`src/rtl/write_dq_output_drive_pkg.sv`:
```
// Shared types and byte-lane helpers for the write DQ/DQS output path.
package write_dq_output_drive_pkg;

  // Transfer FSM states.
  typedef enum logic [2:0] {
    StIdle,
    StWait,
    StPre,
    StData,
    StPost
  } xfer_state_e;

  // Rise byte of a buffered word. The read capture path uses the same lane split.
  function automatic logic [7:0] rise_byte(input logic [15:0] word);
    return word[15:8];
  endfunction

  // Fall byte of a buffered word.
  function automatic logic [7:0] fall_byte(input logic [15:0] word);
    return word[7:0];
  endfunction

endpackage

```
`src/rtl/write_dq_output_drive_fifo.sv`:
```
// Single-clock write-word buffer with wrap-bit pointers and a fill-level count.
module wr_dq_fifo #(
  parameter int unsigned ADDR_WIDTH = 4,
  parameter int unsigned DATA_WIDTH = 16
) (
  input  logic                  clk,
  input  logic                  rst,
  input  logic                  flush,
  input  logic                  push,
  input  logic [DATA_WIDTH-1:0] din,
  input  logic                  pop,
  output logic [DATA_WIDTH-1:0] dout,
  output logic                  full,
  output logic                  empty,
  output logic [ADDR_WIDTH:0]   data_avail
);

  localparam int unsigned Depth = 1 << ADDR_WIDTH;

  logic [DATA_WIDTH-1:0] mem [Depth];
  logic [ADDR_WIDTH:0]   wr_ptr;
  logic [ADDR_WIDTH:0]   rd_ptr;
  logic                  do_push;
  logic                  do_pop;

  // Full when the index bits match but the wrap bits differ.
  assign full       = (wr_ptr[ADDR_WIDTH] != rd_ptr[ADDR_WIDTH]) &&
                      (wr_ptr[ADDR_WIDTH-1:0] == rd_ptr[ADDR_WIDTH-1:0]);
  assign empty      = (wr_ptr == rd_ptr);
  assign data_avail = wr_ptr - rd_ptr;
  assign dout       = mem[rd_ptr[ADDR_WIDTH-1:0]];

  // A push at full is dropped even when a pop happens in the same cycle.
  assign do_push = push && !full && !flush;
  assign do_pop  = pop && !empty && !flush;

  // Pointer update; flush empties the buffer and beats push/pop.
  always_ff @(posedge clk) begin
    if (rst || flush) begin
      wr_ptr <= '0;
      rd_ptr <= '0;
    end else begin
      if (do_push) wr_ptr <= wr_ptr + 1'b1;
      if (do_pop)  rd_ptr <= rd_ptr + 1'b1;
    end
  end

  // Storage write; contents need no reset since the pointers gate visibility.
  always_ff @(posedge clk) begin
    if (do_push && !rst) mem[wr_ptr[ADDR_WIDTH-1:0]] <= din;
  end

endmodule

```
`src/rtl/write_dq_output_drive.sv`:
```
// Write DQ/DQS output drive: buffers write words and frames them with DQS pre/postamble.
module write_dq_output_drive
  import write_dq_output_drive_pkg::*;
#(
  parameter int unsigned FIFO_ADDR_WIDTH = 4,
  parameter int unsigned FIFO_DATA_WIDTH = 16,
  parameter int unsigned LEN_WIDTH       = 12,
  parameter int unsigned PRE_CYCLES      = 1,
  parameter int unsigned POST_CYCLES     = 1,
  parameter int unsigned START_THRESH    = 2
) (
  input  logic                       mem_clk,
  input  logic                       rst,
  input  logic                       flush,
  input  logic                       xfer_start,
  input  logic [LEN_WIDTH-1:0]       xfer_len,
  input  logic [15:0]                din,
  input  logic                       din_valid,
  output logic                       din_ready,
  output logic [FIFO_ADDR_WIDTH:0]   wr_dq_fifo_data_avail,
  output logic [7:0]                 dq_out_rise,
  output logic [7:0]                 dq_out_fall,
  output logic                       dq_oe,
  output logic                       dqs_oe,
  output logic                       dqs_en,
  output logic                       xfer_busy,
  output logic                       xfer_done,
  output logic                       underrun
);

  localparam logic [LEN_WIDTH-1:0] StartThresh = LEN_WIDTH'(START_THRESH);
  localparam logic [2:0]           PreLast     = 3'(PRE_CYCLES - 1);
  localparam logic [2:0]           PostLast    = 3'(POST_CYCLES - 1);

  xfer_state_e                state;
  logic [LEN_WIDTH-1:0]       remaining;
  logic [2:0]                 frame_cnt;
  logic [FIFO_DATA_WIDTH-1:0] fifo_dout;
  logic                       fifo_full;
  logic                       fifo_empty;
  logic                       pop;
  logic [LEN_WIDTH-1:0]       start_need;
  logic                       start_ok;

  assign pop       = (state == StData) && !fifo_empty;
  assign din_ready = !fifo_full;
  assign xfer_busy = (state != StIdle);

  // Short bursts start as soon as the whole burst is buffered.
  assign start_need = (remaining < StartThresh) ? remaining : StartThresh;
  assign start_ok   = LEN_WIDTH'(wr_dq_fifo_data_avail) >= start_need;

  wr_dq_fifo #(
    .ADDR_WIDTH (FIFO_ADDR_WIDTH),
    .DATA_WIDTH (FIFO_DATA_WIDTH)
  ) u_fifo (
    .clk        (mem_clk),
    .rst        (rst),
    .flush      (flush),
    .push       (din_valid),
    .din        (din),
    .pop        (pop),
    .dout       (fifo_dout),
    .full       (fifo_full),
    .empty      (fifo_empty),
    .data_avail (wr_dq_fifo_data_avail)
  );

  // Transfer FSM with registered DQ/DQS drive; outputs show the frame chosen last cycle.
  always_ff @(posedge mem_clk) begin
    if (rst || flush) begin
      state       <= StIdle;
      remaining   <= '0;
      frame_cnt   <= '0;
      dq_out_rise <= '0;
      dq_out_fall <= '0;
      dq_oe       <= 1'b0;
      dqs_oe      <= 1'b0;
      dqs_en      <= 1'b0;
      xfer_done   <= 1'b0;
      underrun    <= 1'b0;
    end else begin
      xfer_done <= 1'b0;
      unique case (state)
        StIdle: begin
          dq_oe  <= 1'b0;
          dqs_oe <= 1'b0;
          dqs_en <= 1'b0;
          if (xfer_start) begin
            underrun <= 1'b0;
            if (xfer_len != '0) begin
              state     <= StWait;
              remaining <= xfer_len;
            end else begin
              xfer_done <= 1'b1;
            end
          end
        end
        StWait: begin
          dq_oe  <= 1'b0;
          dqs_oe <= 1'b0;
          dqs_en <= 1'b0;
          if (start_ok) begin
            state     <= StPre;
            frame_cnt <= '0;
          end
        end
        StPre: begin
          dq_oe  <= 1'b0;
          dqs_oe <= 1'b1;
          dqs_en <= 1'b0;
          if (frame_cnt == PreLast) state <= StData;
          else                      frame_cnt <= frame_cnt + 1'b1;
        end
        StData: begin
          dq_oe  <= 1'b1;
          dqs_oe <= 1'b1;
          if (!fifo_empty) begin
            dq_out_rise <= rise_byte(fifo_dout);
            dq_out_fall <= fall_byte(fifo_dout);
            dqs_en      <= 1'b1;
            remaining   <= remaining - LEN_WIDTH'(1);
            if (remaining == LEN_WIDTH'(1)) begin
              state     <= StPost;
              frame_cnt <= '0;
            end
          end else begin
            // Starved: hold DQS low and the last byte pair until data arrives.
            dqs_en   <= 1'b0;
            underrun <= 1'b1;
          end
        end
        StPost: begin
          dq_oe  <= 1'b0;
          dqs_oe <= 1'b1;
          dqs_en <= 1'b0;
          if (frame_cnt == PostLast) begin
            state     <= StIdle;
            xfer_done <= 1'b1;
          end else begin
            frame_cnt <= frame_cnt + 1'b1;
          end
        end
        default: state <= StIdle;
      endcase
    end
  end

endmodule

```
`config.mk`:
```
export PLATFORM = sky130hd
export DESIGN_NAME = write_dq_output_drive
export DESIGN_NICKNAME = d
export VERILOG_FILES = /design/src/rtl/write_dq_output_drive_pkg.sv /design/src/rtl/write_dq_output_drive_fifo.sv /design/src/rtl/write_dq_output_drive.sv
export SDC_FILE = /design/constraint.sdc
export NUM_CORES = 1
export LEC_CHECK = 0
export ABC_AREA = 1
export ABC_CLOCK_PERIOD_IN_PS = 4200
export CAP_MARGIN = 20
export CORE_ASPECT_RATIO = 2
export CORE_MARGIN = 1.5
export CORE_UTILIZATION = 60
export CTS_BUF_LIST = sky130_fd_sc_hd__clkbuf_16
export DETAILED_ROUTE_END_ITERATION = 8
export GPL_TIMING_DRIVEN = 0
export HOLD_SLACK_MARGIN = 0.06
export PLACE_DENSITY = 0.79
export SLEW_MARGIN = 20
export SYNTH_ARGS = -nofsm -noshare
export SYNTH_HDL_FRONTEND = slang
export SYNTH_SLANG_ARGS = --single-unit
```
`constraint.sdc`:
```
create_clock -name mem_clk -period 4.2 [get_ports mem_clk]
set_clock_uncertainty 0.15 [all_clocks]
set_input_delay 1.05 -clock mem_clk [delete_from_list [all_inputs] [get_ports mem_clk]]
set_output_delay 1.05 -clock mem_clk [all_outputs]
set_load 0.02 [all_outputs]
```
After elaboration in Yosys (flattened, before gate mapping)
Memory sizes are Yosys's and may differ from the RTL's. A register that Yosys moved wholly into a read port is not among the register bits.
Index checks and enable logic that the tools add are counted.

word-level totals
  RAM bits = 256
  input port bits = 33
  memory bits (read-only) = 0
  memories kept = 1
  logic and storage cells = 96
  register bits after elaboration = 33
  bits in latches = 0

cells by class
  bitwise logic cells = 1
  equality and inequality tests = 17
  divide/modulo/power cells = 0
  shifts and indexed selects = 0
  multipliers = 0
  $add $sub $neg = 5
  mux-type cells = 31
  reductions and logical operators = 29
  $lt $le $gt $ge = 2

memories
  memory      words  bits a word  read ports  clocked after Yosys merged registers in  wr ports  RTL line                          text
  u_fifo.mem  16     16           1           1                                        1         write_dq_output_drive_fifo.sv:20  logic [DATA_WIDTH-1:0] mem [Depth];

operators with widths
  kind                                                                            count
  12-bit two-way mux                                                              4
  3-bit two-way mux                                                               11
  12-bit case mux with 2 select lines                                             1
  2-bit != test (second input constant)                                           8
  3-bit case mux with 5 select lines                                              1
  12-bit by 1-bit == test with 1-bit output (second input constant)               1
  5-bit by 12-bit greater-or-equal comparator with 1-bit output                   1
  12-bit by 2-bit less-than comparator with 1-bit output (second input constant)  1
  12-bit nonzero test                                                             1
  12-bit by 1-bit subtractor with 12-bit output (second input constant)           1
  5-bit by 1-bit adder with 5-bit output (second input constant)                  2
  1-bit case mux with 2 select lines                                              5
  3-bit case mux with 3 select lines                                              1
  1-bit two-way mux                                                               8
  1-bit logical AND                                                               7
  7-bit AND reduction                                                             1
  3-bit by 2-bit == test with 1-bit output (second input constant)                2
  3-bit logical NOT                                                               2
  2-bit nonzero test                                                              3
  3-bit nonzero test                                                              2
  5-bit == test                                                                   1
  5-bit AND reduction                                                             1
  5-bit subtractor                                                                1
  4-bit == test                                                                   1
  other kinds (14)                                                                18

Depth between registers and ports, before layout
Gate-level depths: netlist of run 1.

  depth in word-level cells = 8
  mapped depth = 18
  depth with buffers taken out = 17

By module
A second synthesis of run 1 with hierarchy kept.

unflattened totals
  cells, all modules = 1489
  area, all modules = 13973.4 um^2

by module, submodules not included
  module                 instances  cells an instance  area an instance (um^2)  seq. area each (um^2)
  wr_dq_fifo             1          1160               11782.6                  7967.6
  write_dq_output_drive  1          329                2190.9                   780.7

Worst setup path before layout of run 1
No wires, ideal clock.

  kind = reg-to-reg
  from = register u_fifo.rd_ptr[2]
  to = memory u_fifo.mem[0][0], enable pin
  arrival = 2.684 ns
  setup slack = 0.978 ns
  setup time = 0.388 ns
  cell stages (with the launch flop) = 12
  period minus slack after synthesis = 3.222 ns
  cell sequence = dfxtp_1 > buf_2 > inv_1 > clkbuf_1 > ha_1 > nand4_1 > inv_1 > nand2_1 > nand2_1 > nor2_1 > nand2_1 > nor2_1

on the way
  word-level cells in the longest chain between the ends = 8

RTL lines
  what                                     RTL line                          text
  start, declared                          write_dq_output_drive_fifo.sv:22  logic [ADDR_WIDTH:0] rd_ptr;
  start signal, assigned                   write_dq_output_drive_fifo.sv:44  if (do_pop) rd_ptr <= rd_ptr + 1'b1;
  4-bit == test                            write_dq_output_drive_fifo.sv:28  (wr_ptr[ADDR_WIDTH-1:0] == rd_ptr[ADDR_WIDTH-1:0]);
  1-bit logical AND                        write_dq_output_drive_fifo.sv:27  assign full = (wr_ptr[ADDR_WIDTH] != rd_ptr[ADDR_WIDTH]) &&
  1-bit logical NOT                        --
  via din_ready                            write_dq_output_drive.sv:19       output logic din_ready,
  1-bit logical AND (2 in series)          write_dq_output_drive_fifo.sv:34  assign do_push = push && !full && !flush;
  1-bit logical AND                        write_dq_output_drive_fifo.sv:50  if (do_push && !rst) mem[wr_ptr[ADDR_WIDTH-1:0]] <= din;
  1-bit two-way mux                        write_dq_output_drive_fifo.sv:50
  1-bit two-way mux (implied by the code)  write_dq_output_drive_fifo.sv:50
  end, declared                            write_dq_output_drive_fifo.sv:20

The timed path passes the listed nets, and every way through them passes these cells.

Final worst setup path of run 1
  from = register u_fifo.rd_ptr[1]
  to = output wr_dq_fifo_data_avail[2]

on the way
  word-level cells in the longest chain between the ends = 1

RTL lines
  what              RTL line                          text
  5-bit subtractor  write_dq_output_drive_fifo.sv:30  assign data_avail = wr_ptr - rd_ptr;
  end, declared     write_dq_output_drive.sv:20       output logic [FIFO_ADDR_WIDTH:0] wr_dq_fifo_data_avail,

Every way passes these cells.

==> results of run 1 <==
==> layout by cell type, fill, tap and decap left out, types with 3 or more instances in the layout <==
cell and n:
xor2_1 4, ha_1 18, dfxtp_1 49, bufinv_16 3, clkbuf_16 27, nand4_1 6
o21ai_1 32, clkinvlp_4 4, o21ai_0 151, nand3_1 31, clkbuf_1 28, buf_6 12
o211ai_1 3, nor3_1 6, a21oi_1 28, buf_2 16, xnor2_1 5, clkinv_1 5
o22ai_1 65, nor2_2 18, nor2_1 248, nand2_2 4, nand2_1 115, conb_1 3
clkdlybuf4s50_1 58, buf_4 4, inv_1 41, buf_8 10, edfxtp_1 256
==> cells in the mapped netlist <==
master	n
xor2_2	1
buf_6	7
xor2_1	4
clkinv_1	1
o211ai_1	3
inv_4	1
nand3_4	1
o21ai_1	32
clkbuf_1	32
nor2_2	2
inv_2	2
a21boi_0	1
nand2_4	1
nand3_1	31
conb_1	1
buf_1	2
ha_1	18
nor3_1	6
inv_1	39
nor2_4	2
buf_4	3
o21a_1	1
o21ai_2	1
o21ai_0	151
a211oi_2	2
fa_1	1
mux2i_1	1
xnor2_1	5
o22ai_1	65
buf_2	16
edfxtp_1	256
dfxtp_1	49
a21oi_1	28
nor2_1	264
nand2_1	115
nand2_2	4
nand4_1	6
==> logic make-up after synthesis <==
family                   count (synthesis)  share of synthesized area
flip-flops                             305                     0.6791
XOR/XNOR                                10                   0.007450
other                                    1                  0.0002938
AND/OR/NAND/NOR                        432                     0.1359
AO/OA/AOI/OAI                          284                     0.1202
multiplexers                             1                  0.0007843
adder cells (fa/ha/maj)                 19                    0.01921
buffers and inverters                  103                    0.03706
==> worst max-delay path: stages, from the launching register on <==
cell and delay, ns:
dfxtp_1 0.40, inv_1 0.09, buf_2 0.31, fa_1 0.52, xor2_1 0.23, clkdlybuf4s50_1 0.66
==> per-stage QoR <==
step / hold WS, ns / worst slack [ns] / area [um^2]
3_3_place_gp: 0.3193 / -0.5529 / 13710
5_1_grt: 0.3595 / 0.1468 / 14810
3_5_place_dp: 0.3200 / 0.02318 / 13950
2_1_floorplan: 0.3171 / 0.9777 / 12770
6_report: 0.3370 / 0.2277 / 14810
4_1_cts: 0.3309 / 0.04901 / 14810
==> final cells by class <==
type                            count  area [um^2]  area share
Multi-Input combinational cell    749         3670      0.2477
Clock inverter                     18        175.2     0.01182
Inverter                           43        167.7     0.01132
Buffer                             57        301.5     0.02035
Sequential cell                   305         8668      0.5851
Timing Repair Buffer               76        819.5     0.05532
Clock buffer                       27        675.6     0.04561
Tap cell                          269        336.6     0.02272
==> state kept, by name, indices dropped and copies added (netlist names) <==
| name | cells |
|---|---|
| dq_oe | 1 |
| state | 3 |
| frame_cnt | 3 |
| u_fifo.rd_ptr | 5 |
| u_fifo.mem | 256 |
| xfer_done | 1 |
| dqs_en | 1 |
| remaining | 12 |
| dq_out_fall | 8 |
| underrun | 1 |
| dq_out_rise | 8 |
| dqs_oe | 1 |
| u_fifo.wr_ptr | 5 |
==> routing by layer <==
layer  track usage  part of all wire  vias to the layer above
met2        0.5882              0.51                      656
met5             0                 0                        -
met4        0.2926              0.10                        0
li1              -                 -                     4287
met1        0.3428              0.31                     4450
met3       0.03975             0.081                      177
==> path summary, 6_finish.rpt <==
path                            cells after the start              from                       end
worst max-delay path                                5  u_fifo.rd_ptr[1]  wr_dq_fifo_data_avail[2]
worst min-delay path                                2             dq_oe                     dq_oe
worst max register to register                     10  u_fifo.rd_ptr[2]          u_fifo.mem[5][8]
worst min register to register                      2             dq_oe                     dq_oe
==> where the power goes <==
| part | switching, W | internal [W] | leakage [nW] |
|---|---|---|---|
| logic | 0.000220 | 0.000109 | 2.05 |
| registers | 0.0000163 | 0.00330 | 2.70 |
| clock network | 0.00107 | 0.00135 | 0.419 |
==> what timing repair did <==
action | CTS | global route
setup buffers | 1 | 0
resized for setup | 3 | 2
endpoints found under the setup margin | 4 | 2
==> flow_metrics.py, run 1 <==
metrics = {
    "die": {
        "core-area_um2": 20930,
        "start_util": 0.6099,
        "die_h_um": 209.3,
        "die_x_um": 106.1,
        "pin_count": 61,
        "die-area_um2": 22210,
        "rows": 75,
    },
    "pwr": {
        "p_total_w": 0.006061,
        "p_leak_nw": 5.167,
        "ir_worst_vdd_mv": 0.5057,
        "p_per_area_nw_per_um2": 409.2,
    },
    "place": {
        "numPortBuffers": 60,
        "dp_hpwl_um": 25310,
        "gp_congestion": 0.9577,
        "dp.cells": 1501,
    },
    "timing": {
        "period_share": 0.9458,
        "slew_violations": 0,
        "fmax_mhz": 251.7,
        "tns_ns": 0,
        "final_hold_viol_count": 0,
        "relSlewSlack": 0.3652,
        "period_needed_ns": 3.972,
        "rsz0062_at_grt": "false",
        "setup_violations": 0,
        "worst_slew_pin_slew_ns": 0.9493,
    },
    "worst_setup_path": {
        "crit_path_end_kind": "output pin",
        "cp.arrival_ns": 2.77,
        "crit_type": "flip-flop to output pin",
        "rrSetupSlack_ns": 0.77,
        "start_kind": "flip-flop",
        "path_max_fanout": 20,
        "crit_required_ns": 3.00,
    },
    "logic_synthesis": {
        "ys_warn_count": 0,
        "netlist_top_cells_area": "edfxtp_1, nor2_1, dfxtp_1",
        "synth_top_cell_by_area": "edfxtp_1",
        "synth_area_um2": 12760,
        "ys_seq_area_frac": 0.6791,
        "ys_ff_latch": 305,
        "yosysTopAreaCellShare": 0.6023,
        "avgSynthCellArea_um2": 11.05,
        "synth_cells": 1155,
        "ys_types": 37,
    },
    "detailed_routing": {
        "first_pass_iters": 6,
        "routedWlPerCell_um": 23.55,
        "vias_per_cell": 6.198,
        "drt-total-wl_um": 36360,
        "drt_iter0_drc": 1093,
        "routed-via-count": 9570,
        "antenna_left": 0,
        "remaining_drc_errors": 0,
    },
    "cts": {
        "tritoncts": "done",
        "cts_htree_levels": 1,
        "cts-buffers-inserted": 26,
        "cts.sinks": 305,
        "cts.root.buffer_cell": "clkbuf_16",
        "ctsHoldBuffers": 0,
        "clk_path_buf_depth": 3,
        "clk_latency_ns": 0.55,
        "clk_pin_slew_worst_paths_ns": 0.07,
    },
    "layout": {
        "fin_util": 0.7079,
        "n_antenna_cell": 0,
        "syn_to_final_growth_pct": 16.07,
        "drive_above_1_share": 0.09020,
        "fill_cells": 1446,
        "fin_nets": 1310,
        "stdcell_count": 1544,
    },
    "grt": {
        "antenna_found_initial": 0,
        "first_global_vias": 9648,
        "grtUsageTotal": 0.3341,
        "grt-ovfl-total": 0,
        "grt_max_degree": 21,
        "grt_first_pass_wirelength_um": 53920,
    },
    "hold_path": {
        "hp-class": "flip-flop to flip-flop",
    },
    "job": {
        "cap_violations": 0,
    },
    "status": {
        "outcome": "finished clean",
    },
}
(Power assumes the default switching activity.)
==> run 2, diff against run 1 <==
Settings changed: SLEW_MARGIN 20 to 40.
==> run 2 against run 1 <==
  * Non-clock buffer count shrank 10
  * Sequential share of layout area is 0.15 points higher
  * Worst hold slack got worse by 0.0061 ns
  * Sequential cell count is the same
  * Cell area shrank 0.26%
  * Global-route usage increased by 0.24 points
  * Routed wire length rose by 0.40%
  * Via count is essentially flat
  * Core utilization is 0.19 points lower
  * Critical path depth unchanged
  * Die area unchanged
  * First-iteration DRC count is 2.0% lower
  * Critical path type unchanged
==> flow_metrics.py, run 2 (synthesis gave the netlist of run 1 again) <==
metrics = {
    "die": {
        "die_h_um": 209.3,
        "die-area_um2": 22210,
        "core-area_um2": 20930,
        "rows": 75,
        "die_x_um": 106.1,
        "start_util": 0.6099,
        "pin_count": 61,
    },
    "timing": {
        "slew_violations": 0,
        "period_share": 0.9483,
        "fin_ws_ns": 0.2172,
        "rsz0062_at_grt": "false",
        "setup_violations": 0,
        "final_hold_viol_count": 0,
        "worst_slew_pin_slew_ns": 0.8465,
        "period_needed_ns": 3.983,
        "relSlewSlack": 0.4339,
        "fmax_mhz": 251.1,
        "whs_ns": 0.3309,
    },
    "worst_setup_path": {
        "rrSetupSlack_ns": 0.79,
        "crit_path_end_kind": "output pin",
        "start_kind": "flip-flop",
        "max_stage_delay_ns": 0.65,
        "worstPathCellList": "inv_1, buf_2, fa_1, xor2_1, clkdlybuf4s50_1",
        "cp.arrival_ns": 2.78,
        "path_buf_inv": 3,
        "crit_required_ns": 3.00,
        "path_max_fanout": 20,
        "crit_slowest_cell": "clkdlybuf4s50_1",
        "crit_type": "flip-flop to output pin",
        "critPathTopFamily": "buffers and inverters",
    },
    "detailed_routing": {
        "routedWlPerCell_um": 23.77,
        "drt_iter0_drc": 1071,
        "drt-total-wl_um": 36510,
        "remaining_drc_errors": 0,
        "antenna_left": 0,
        "vias_per_cell": 6.234,
        "routed-via-count": 9576,
        "first_pass_iters": 6,
    },
    "place": {
        "gp_congestion": 0.9577,
        "dp.cells": 1491,
        "pre_cts_ws_ns": -0.1219,
        "numPortBuffers": 60,
        "dp_hpwl_um": 24980,
    },
    "cts": {
        "cts-buffers-inserted": 26,
        "cts_htree_levels": 1,
        "cts.sinks": 305,
        "clk_pin_slew_worst_paths_ns": 0.07,
        "ctsHoldBuffers": 0,
        "tritoncts": "done",
        "clk_path_buf_depth": 3,
        "clk_latency_ns": 0.56,
        "cts.root.buffer_cell": "clkbuf_16",
    },
    "pwr": {
        "p_leak_nw": 5.114,
        "ir_worst_vdd_mv": 0.4281,
        "p_per_area_nw_per_um2": 412.3,
    },
    "layout": {
        "stdcell_count": 1536,
        "fin_nets": 1300,
        "fin_util": 0.7061,
        "largest_reg_flops": 256,
        "mostFrequentLayoutCells": "edfxtp_1, nor2_1, o21ai_0",
        "drive_above_1_share": 0.08524,
        "final_common_cell": "edfxtp_1",
        "syn_to_final_growth_pct": 15.76,
        "n_antenna_cell": 0,
        "fill_cells": 1445,
    },
    "grt": {
        "grt_max_degree": 21,
        "antenna_found_initial": 0,
        "grt-ovfl-total": 0,
        "grtUsageTotal": 0.3365,
        "grt_first_pass_wirelength_um": 54140,
        "first_global_vias": 9631,
    },
    "job": {
        "cap_violations": 0,
    },
    "hold_path": {
        "hp-class": "flip-flop to flip-flop",
    },
    "status": {
        "outcome": "finished clean",
    },
}
==> run 2: cell count changes in the layout (fill, tap and decap cells not counted) <==
cell | before | now
buf_6 | 12 | 7
clkinv_2 | 2 | 3
clkinv_1 | 5 | 4
clkdlybuf4s50_1 | 58 | 57
clkinvlp_2 | 0 | 1
nor2_4 | 2 | 18
buf_8 | 10 | 5
nor2_2 | 18 | 2
inv_1 | 41 | 42
buf_2 | 16 | 17
inv_6 | 2 | 1
clkinv_8 | 0 | 1
==> run 2: worst reg2reg max path, stage by stage, from the launching register on <==
cell and delay [ns]:
dfxtp_1 0.36, inv_1 0.10, buf_2 0.46, ha_1 0.34, nand4_1 0.16, inv_1 0.06
nand2_1 0.11, nand2_1 0.11, nor2_1 0.24, nand2_1 0.34, nor2_4 0.60
==> run 2: metal layers <==
metal / vias to the layer above / part of all wire / GRT usage
li1: 4275 / - / -
met1: 4488 / 0.31 / 0.3414
met2: 622 / 0.51 / 0.5849
met3: 191 / 0.079 / 0.04410
met4: 0 / 0.11 / 0.3127
met5: - / 0 / 0
==> run 2: final cells by class <==
| class | count | area (um^2) | area share |
|---|---|---|---|
| multi-input combinational | 749 | 3750 | 0.2538 |
| clock buffer | 27 | 675.6 | 0.04573 |
| timing repair buffer | 66 | 683.2 | 0.04624 |
| buffer | 57 | 301.5 | 0.02041 |
| clock inverter | 20 | 192.7 | 0.01304 |
| tap | 269 | 336.6 | 0.02278 |
| inverter | 43 | 167.7 | 0.01135 |
| sequential | 305 | 8668 | 0.5867 |
==> run 2: path summary, 6_finish.rpt <==
kind	start	end	cells after the start
max	u_fifo.rd_ptr[1]	wr_dq_fifo_data_avail[2]	5
min	dq_oe	dq_oe	2
max reg2reg	u_fifo.rd_ptr[1]	u_fifo.mem[14][1]	10
min reg2reg	dq_oe	dq_oe	2
==> run 2: repair_timing <==
item                       CTS  global route
resized for setup            3             2
buffers inserted             1             0
setup endpoints to repair    5             2
==> run 2: stage by stage <==
stage          area [um^2]  setup TNS, ns  total power, W
2_1_floorplan        12770              0        0.003549
3_3_place_gp         13710        -123.06        0.003688
3_5_place_dp         13900         -1.945        0.003697
4_1_cts              14770              0        0.006084
5_1_grt              14780              0        0.006221
6_report             14780              0        0.006092
==> run 2: report_power, final <==
group | internal (W) | switching (W) | leakage [nW]
logic | 0.000108 | 0.000221 | 1.99
registers | 0.00329 | 0.0000164 | 2.70
clock network | 0.00136 | 0.00109 | 0.429
total | 0.00476 | 0.00133 | 5.11
